File: src/rtl/uop_sequencer_pkg.sv
// uop_sequencer_pkg: shared constants and types for the micro-op sequencer.
// Latency: n/a (declarations only).
// Backpressure: n/a.
// Contents: default micro-op width, FSM state encoding, slot index constants.
package uop_sequencer_pkg;

   localparam int UOP_W = 20;

   typedef enum logic [1:0] {
      S_IDLE  = 2'b00,
      S_MULTI = 2'b01,
      S_LAST  = 2'b10
   } state_t;

   // Slot positions: slot 0 always holds the final micro-op of an instruction.
   localparam logic [1:0] IDX_UOP0 = 2'd0;
   localparam logic [1:0] IDX_UOP1 = 2'd1;
   localparam logic [1:0] IDX_UOP2 = 2'd2;

endpackage

File: src/rtl/uop_sequencer_sat_counter.sv
// sat_counter: up-counter that sticks at all-ones; cleared only by reset.
// Latency: count visible the cycle after an inc edge.
// Backpressure: none; inc is sampled every rising edge.
// Ports: clk, a_rst (async active-low), inc (count enable), cnt (current count).
module sat_counter #(
   parameter int W = 16
) (
   input  logic         clk,
   input  logic         a_rst,
   input  logic         inc,
   output logic [W-1:0] cnt
);

   logic [W-1:0] r_cnt;

   always_ff @(posedge clk or negedge a_rst) begin
      if (!a_rst) begin
         r_cnt <= '0;
      end else if (inc && (r_cnt != {W{1'b1}})) begin
         r_cnt <= r_cnt + 1'b1;
      end
   end

   assign cnt = r_cnt;

endmodule

File: src/rtl/uop_sequencer.sv
// uop_sequencer: buffers one decoded instruction (up to 3 micro-ops) and issues
//    them to execute one per cycle in order uop_2, uop_1, uop_0.
// Latency: feed_ack in cycle N -> first micro-op valid in cycle N+1; back-to-back
//    instructions issue with no bubble.
// Backpressure: hold freezes all state and outputs; flush empties the slot.
// Ports: clk, a_rst (async active-low); hold, flush; decode side feed_req/feed_ack,
//    uop_0..uop_2, uop_count; execute side exec_uop/exec_valid/exec_last; busy.
// Option: UOP_SEQ_PERF_EN adds perf_uops / perf_stalls saturating counters.
module uop_sequencer #(
   parameter int UOP_W = uop_sequencer_pkg::UOP_W,
   parameter int CNT_W = 16
) (
   input  logic             clk,
   input  logic             a_rst,
   input  logic             hold,
   input  logic             flush,
   output logic             feed_req,
   input  logic             feed_ack,
   input  logic [UOP_W-1:0] uop_0,
   input  logic [UOP_W-1:0] uop_1,
   input  logic [UOP_W-1:0] uop_2,
   input  logic [1:0]       uop_count,
   output logic [UOP_W-1:0] exec_uop,
   output logic             exec_valid,
   output logic             exec_last,
`ifdef UOP_SEQ_PERF_EN
   output logic [CNT_W-1:0] perf_uops,
   output logic [CNT_W-1:0] perf_stalls,
`endif
   output logic             busy
);

   import uop_sequencer_pkg::*;

   state_t           r_state, w_state_nxt;
   logic [1:0]       r_idx, w_idx_nxt;
   logic [UOP_W-1:0] r_slot0, r_slot1, r_slot2;
   logic             w_load;
   logic [1:0]       w_cnt;

   // Count 3 is illegal and collapses to 2 (three micro-ops).
   assign w_cnt = (uop_count == 2'd3) ? 2'd2 : uop_count;

   // Next-state: flush beats hold, hold beats everything else. A hold in S_IDLE
   // also freezes the sequencer, so an ack arriving then is not captured.
   always_comb begin
      w_state_nxt = r_state;
      w_idx_nxt   = r_idx;
      w_load      = 1'b0;
      feed_req    = ((r_state == S_IDLE) || ((r_state == S_LAST) && !hold)) && !flush;
      if (flush) begin
         w_state_nxt = S_IDLE;
      end else if (!hold) begin
         case (r_state)
            S_IDLE:  w_load = feed_ack;
            S_MULTI: begin
               w_idx_nxt = r_idx - 2'd1;
               if (r_idx == 2'd1) w_state_nxt = S_LAST;
            end
            S_LAST: begin
               w_load = feed_ack;
               if (!feed_ack) w_state_nxt = S_IDLE;
            end
            default: w_state_nxt = S_IDLE;
         endcase
         if (w_load) begin
            w_idx_nxt   = w_cnt;
            w_state_nxt = (w_cnt == 2'd0) ? S_LAST : S_MULTI;
         end
      end
   end

   always_ff @(posedge clk or negedge a_rst) begin
      if (!a_rst) begin
         r_state <= S_IDLE;
         r_idx   <= 2'd0;
         r_slot0 <= '0;
         r_slot1 <= '0;
         r_slot2 <= '0;
      end else begin
         r_state <= w_state_nxt;
         r_idx   <= w_idx_nxt;
         if (w_load) begin
            r_slot0 <= uop_0;
            r_slot1 <= uop_1;
            r_slot2 <= uop_2;
         end
      end
   end

   // Output mux reads registers only, so no input-to-output combinational path.
   always_comb begin
      exec_uop = r_slot0;
      case (r_idx)
         IDX_UOP1: exec_uop = r_slot1;
         IDX_UOP2: exec_uop = r_slot2;
         default:  exec_uop = r_slot0;
      endcase
   end

   assign exec_valid = (r_state != S_IDLE);
   assign exec_last  = (r_state == S_LAST);
   assign busy       = (r_state != S_IDLE);

`ifdef UOP_SEQ_PERF_EN
   logic w_uop_inc, w_stall_inc;
   assign w_uop_inc   = exec_valid && !hold && !flush;
   assign w_stall_inc = exec_valid && hold;

   sat_counter #(.W(CNT_W)) u_perf_uops (
      .clk   (clk),
      .a_rst (a_rst),
      .inc   (w_uop_inc),
      .cnt   (perf_uops)
   );

   sat_counter #(.W(CNT_W)) u_perf_stalls (
      .clk   (clk),
      .a_rst (a_rst),
      .inc   (w_stall_inc),
      .cnt   (perf_stalls)
   );
`endif

endmodule

File: config.mk
export PLATFORM = sky130hd
export DESIGN_NAME = uop_sequencer
export DESIGN_NICKNAME = d
export VERILOG_FILES = /design/src/rtl/uop_sequencer_pkg.sv /design/src/rtl/uop_sequencer_sat_counter.sv /design/src/rtl/uop_sequencer.sv
export SDC_FILE = /design/constraint.sdc
export NUM_CORES = 1
export LEC_CHECK = 0
export ABC_AREA = 1
export BUFFER_PORTS_ARGS = -buffer_cell sky130_fd_sc_hd__buf_2
export CAP_MARGIN = 30
export CORE_MARGIN = 2
export CORE_UTILIZATION = 40
export CTS_CLUSTER_SIZE = 16
export DETAILED_ROUTE_END_ITERATION = 8
export GPL_TIMING_DRIVEN = 1
export PLACE_DENSITY = 0.67
export SLEW_MARGIN = 20
export SYNTH_ARGS = -nofsm -noshare
export SYNTH_HDL_FRONTEND = slang
export SYNTH_SLANG_ARGS = --single-unit
File: constraint.sdc
create_clock -name clk -period 1.4 [get_ports clk]
set_clock_uncertainty 0.05 [all_clocks]
set_input_delay 0.21 -clock clk [delete_from_list [all_inputs] [get_ports clk]]
set_output_delay 0.21 -clock clk [all_outputs]
set_load 0.05 [all_outputs]
Word-level counts from Yosys, hierarchy flattened
Index checks and enable logic that the tools add are counted.

operators by class
  multiply operators = 0
  muxes and demuxes = 16
  reductions and logical operators = 12
  bitwise logic cells = 2
  order comparisons = 0
  shifts and indexed selects = 0
  divide/modulo/power cells = 0
  add/subtract/negate cells = 1
  eq/ne operators = 9

operator list
  operator                                                             count
  20-bit one-hot mux with 2 select lines                               1
  2-bit two-way mux                                                    9
  2-bit == test (second input constant)                                3
  2-bit one-hot mux with 3 select lines                                1
  1-bit two-way mux                                                    5
  2-bit by 1-bit == test with 1-bit output (second input constant)     2
  2-bit logical NOT                                                    2
  4-bit by 3-bit != test with 1-bit output (second input constant)     1
  4-bit != test (second input constant)                                1
  4-bit AND reduction                                                  1
  2-bit nonzero test                                                   2
  3-bit by 2-bit != test with 1-bit output (second input constant)     1
  3-bit AND reduction                                                  1
  1-bit logical AND                                                    2
  1-bit logical NOT                                                    2
  2-bit by 1-bit != test with 1-bit output (second input constant)     1
  1-bit NOT                                                            2
  2-bit OR reduction                                                   1
  2-bit by 1-bit subtractor with 2-bit output (second input constant)  1
  1-bit logical OR                                                     1

storage, ports and cells
  input port bits = 67
  bits in latches = 0
  RAM bits = 0
  memories = 0
  bits in read-only memories = 0
  register bits after elaboration = 64

Longest topological paths before layout
  depth after elaboration = 8
  depth in mapped cells = 7

Worst setup path before layout
OpenSTA, ideal clock, no wires.

  path type = register to output
  from = register r_idx[0]
  to = output exec_uop[0]
  cell stages (with the launch flop) = 7
  setup slack = -0.747 ns
  data arrival time = 1.887 ns
  path through = dfrtp_1 > inv_1 > ha_1 > inv_1 > clkbuf_1 > nor2_1 > a21oi_1

between the ends
  word-level cells in the longest chain between the ends = 2
  elaborated cells between the ends (all ways) = 3
  classes of those cells = eq/ne: 2; mux: 1

RTL lines
  element                                                                    RTL line             text
  from (decl)                                                                uop_sequencer.sv:36  logic [1:0] r_idx, w_idx_nxt;
  from (signal assigned)                                                     uop_sequencer.sv:82  r_idx <= w_idx_nxt;
  2-bit == test or 2-bit by 1-bit == test with 1-bit output (tied branches)  uop_sequencer.sv:94  case (r_idx)
  20-bit one-hot mux with 2 select lines *                                   uop_sequencer.sv:94
  to (decl)                                                                  uop_sequencer.sv:23  output logic [UOP_W-1:0] exec_uop,

Every way passes the cells marked *; elsewhere a longest branch is shown, timed or not.

Final worst setup path
  from = register r_idx[0]
  to = output exec_uop[12]

The elaborated chain is that of the path after synthesis.

==> metrics.txt <==
status=finished, violations left; failing checks=negative setup slack; net count after synthesis=between 400 and 500; Clock Power Share=0.128; Hold Path Class=in -> reg; Flop pwr share=0.217; die width=about 92 µm; first-pass GRT wire length=14800 µm; Crit-path slowest cell=dfrtp_1; # setup viols final=34; PortBufs=90; Min-Delay Endpoint=r_slot1[11]; Util after Layout=0.696; clock slew seen by the registers of the worst setup and hold paths=0.07 ns; row cnt=31; CP Max Fanout=9; Hold Crit Depth=3; post-placement cell area=slightly above 0.004 mm²; Tcrit/Tclk final=1.42; sequential area share after synthesis=0.521; Worst slew margin=0.764; CTS sink count=64; worst flop-to-flop path startpoint=r_state[0]; largest net degree at the start of global routing=between 60 and 70; net switching power figure=approximately 5.7 mW; crit end category=primary output; later-pin clock latency in the skew report=between 0.3 and 0.4 ns; vias in the first global route=between 3000 and 4000; P_leak=2.50 nW; Yosys reg bits=64; FF-to-FF setup slack=-0.03 ns; TritonCTS Buffers=9; Distinct cells, synth=19; drt first-iter violations=214; initial antenna violation count=1; crit path time final=~2.0 ns; reg2reg path depth=7; fmax=around 500 MHz; Max Buffers Root-to-Sink=2; nets=587; Pint=6.25 mW; drt drc=0; WS Path Type=reg -> out; CTS tree=done; Avg WL per Cell=17.1 µm; total track usage=0.224; Final Worst Setup Slack=-0.581 ns; # IOs=a little over 90; Largest stage delay, worst path=approximately 0.38 ns; Vias/cell=about 5.2; die outline area=0.00840 mm²; buffer and inverter count on the worst path=3; Die Y=91.7 µm; synthesized area per cell=slightly below 8 µm²; worst-path cell chain=inv_2, ha_4, buf_12, a21oi_1, a21oi_4, buf_6; cell count after synthesis=400; CP startpoint kind=flop; post-route ant nets=0; final WL=10600 µm; Comb power frac=0.655; Crit path arrival time=between 1.5 and 2 ns; Initial Util=0.419; CP top delay family=buffers and inverters; Max Slew Vio Count=0; most frequent cells in the layout=nand2_1, buf_2, dfrtp_1; peak supply drop=around 1300 µV; unrepaired setup endpoints after global routing=yes; Mapped Area=0.00307 mm²; Final Instance Area=around 0.005 mm²; sw frac=0.477; vias post-DR=3242; yosys synthesis warning count=0; GRT Residual Overflow=0; DP HPWL=a little under 6000 µm; CTS Root Cell=clkbuf_8; Slew @ Worst Pin=0.354 ns; commonest non-fill, non-tap cell in the layout=nand2_1; core area=roughly 0.0073 mm²; H-tree Lvls=3; hold path start=uop_1[11]; final hold violations=0; number of max-cap violations=0; router iterations before antenna repair=7; CP required=between 1 and 1.5 ns; P&R area growth vs syn=66.1%; reg2reg end=r_slot2[18]; share of cells above drive strength 1=0.466; routability congestion estimate=~0.89; pwr/cell area=~2300 mW/mm²
==> cell usage after synthesis (all sizes together) <==
cell    number  share of area
buf         20          0.038
dfrtp       64           0.52
nand3       63           0.10
clkbuf       7         0.0085
nand2      158           0.19
nor2        29          0.039
inv         12          0.015
a21oi       40          0.065
o21ai        3         0.0049
ha           2         0.0081
o211ai       1         0.0024
nand3b       1         0.0024
==> per-stage QoR <==
step | setup TNS, ns | setup slack, ns | power [mW] | instances | hold slack (ns)
6_report | -10.24 | -0.581 | 11.9 | 622 | 0.0357
5_1_grt | -13.28 | -0.647 | 12.5 | 622 | 0.0353
4_1_cts | -10.36 | -0.536 | 11.6 | 608 | 0.0314
3_5_place_dp | -5.64 | -0.323 | 8.51 | 587 | 0.201
3_3_place_gp | -4.67 | -0.287 | 8.43 | 587 | 0.200
2_1_floorplan | -2.26 | -0.117 | 7.01 | 400 | -0.136
==> worst register-to-register path, stage by stage, from the launching register on <==
cell	delay, ns
dfrtp_2	0.46
buf_6	0.14
nor2_4	0.15
buf_12	0.14
buf_8	0.13
clkbuf_16	0.16
nand3_1	0.07
nand2_1	0.08
==> layout make-up <==
class	count	area, µm²
antenna	1	2.50
clock buffer	9	124
clock inverter	6	61.3
fill	560	2230
inverter	12	50.0
multi-input combinational	297	1900
sequential	64	1600
tap	99	124
timing repair buffer	134	1240
==> flip-flops by register name, indices dropped and copies added (netlist names) <==
register	flops
r_state	2
r_slot0	20
r_idx	2
r_slot2	20
r_slot1	20
==> power by group through the flow <==
stage | clock network (mW) | registers [mW] | logic (mW)
after floorplan | 0 | 2.45 | 4.56
after global placement | 0 | 2.52 | 5.91
after detailed placement | 0 | 2.52 | 5.99
after CTS | 1.56 | 2.55 | 7.47
after global routing | 1.65 | 2.63 | 8.18
final | 1.53 | 2.59 | 7.82
==> kinds of logic (layout without fill, tap and decap cells) <==
kind of cell    Yosys count  in the layout  share of synthesized area
simple gates            251            251                      0.337
compound gates           44             44                     0.0724
other cells               0              1                          0
flops                    64             64                      0.521
buf+inv                  39            161                     0.0611
fa+ha+maj                 2              2                    0.00814
==> routing by layer <==
metal	wire, µm	part of all wire	global-route usage
met5	0	0	0
met2	5060	0.48	0.337
met4	278	0.026	0.0859
met3	679	0.064	0.0403
met1	4630	0.43	0.323
==> timing repair <==
item,in CTS,in global routing
resized for setup,106,45
pin swaps,10,25
cloned,1,9
hold buffers,1,0
hold endpoints to repair,64,0
buffers inserted,4,4
setup endpoints to repair,26,52
==> worst max path at each step <==
stage / slack (ns) / startpoint / cells after the start / end
2_1_floorplan: -0.12 / r_idx[0] / 5 / exec_uop[0]
3_3_place_gp: -0.29 / r_idx[1] / 5 / exec_uop[5]
3_5_place_dp: -0.32 / r_idx[1] / 5 / exec_uop[5]
4_1_cts: -0.54 / r_idx[1] / 5 / exec_uop[12]
5_1_grt: -0.65 / r_idx[0] / 6 / exec_uop[12]
6_report: -0.58 / r_idx[0] / 6 / exec_uop[12]
Note: power is estimated with default switching activity, not from simulation.
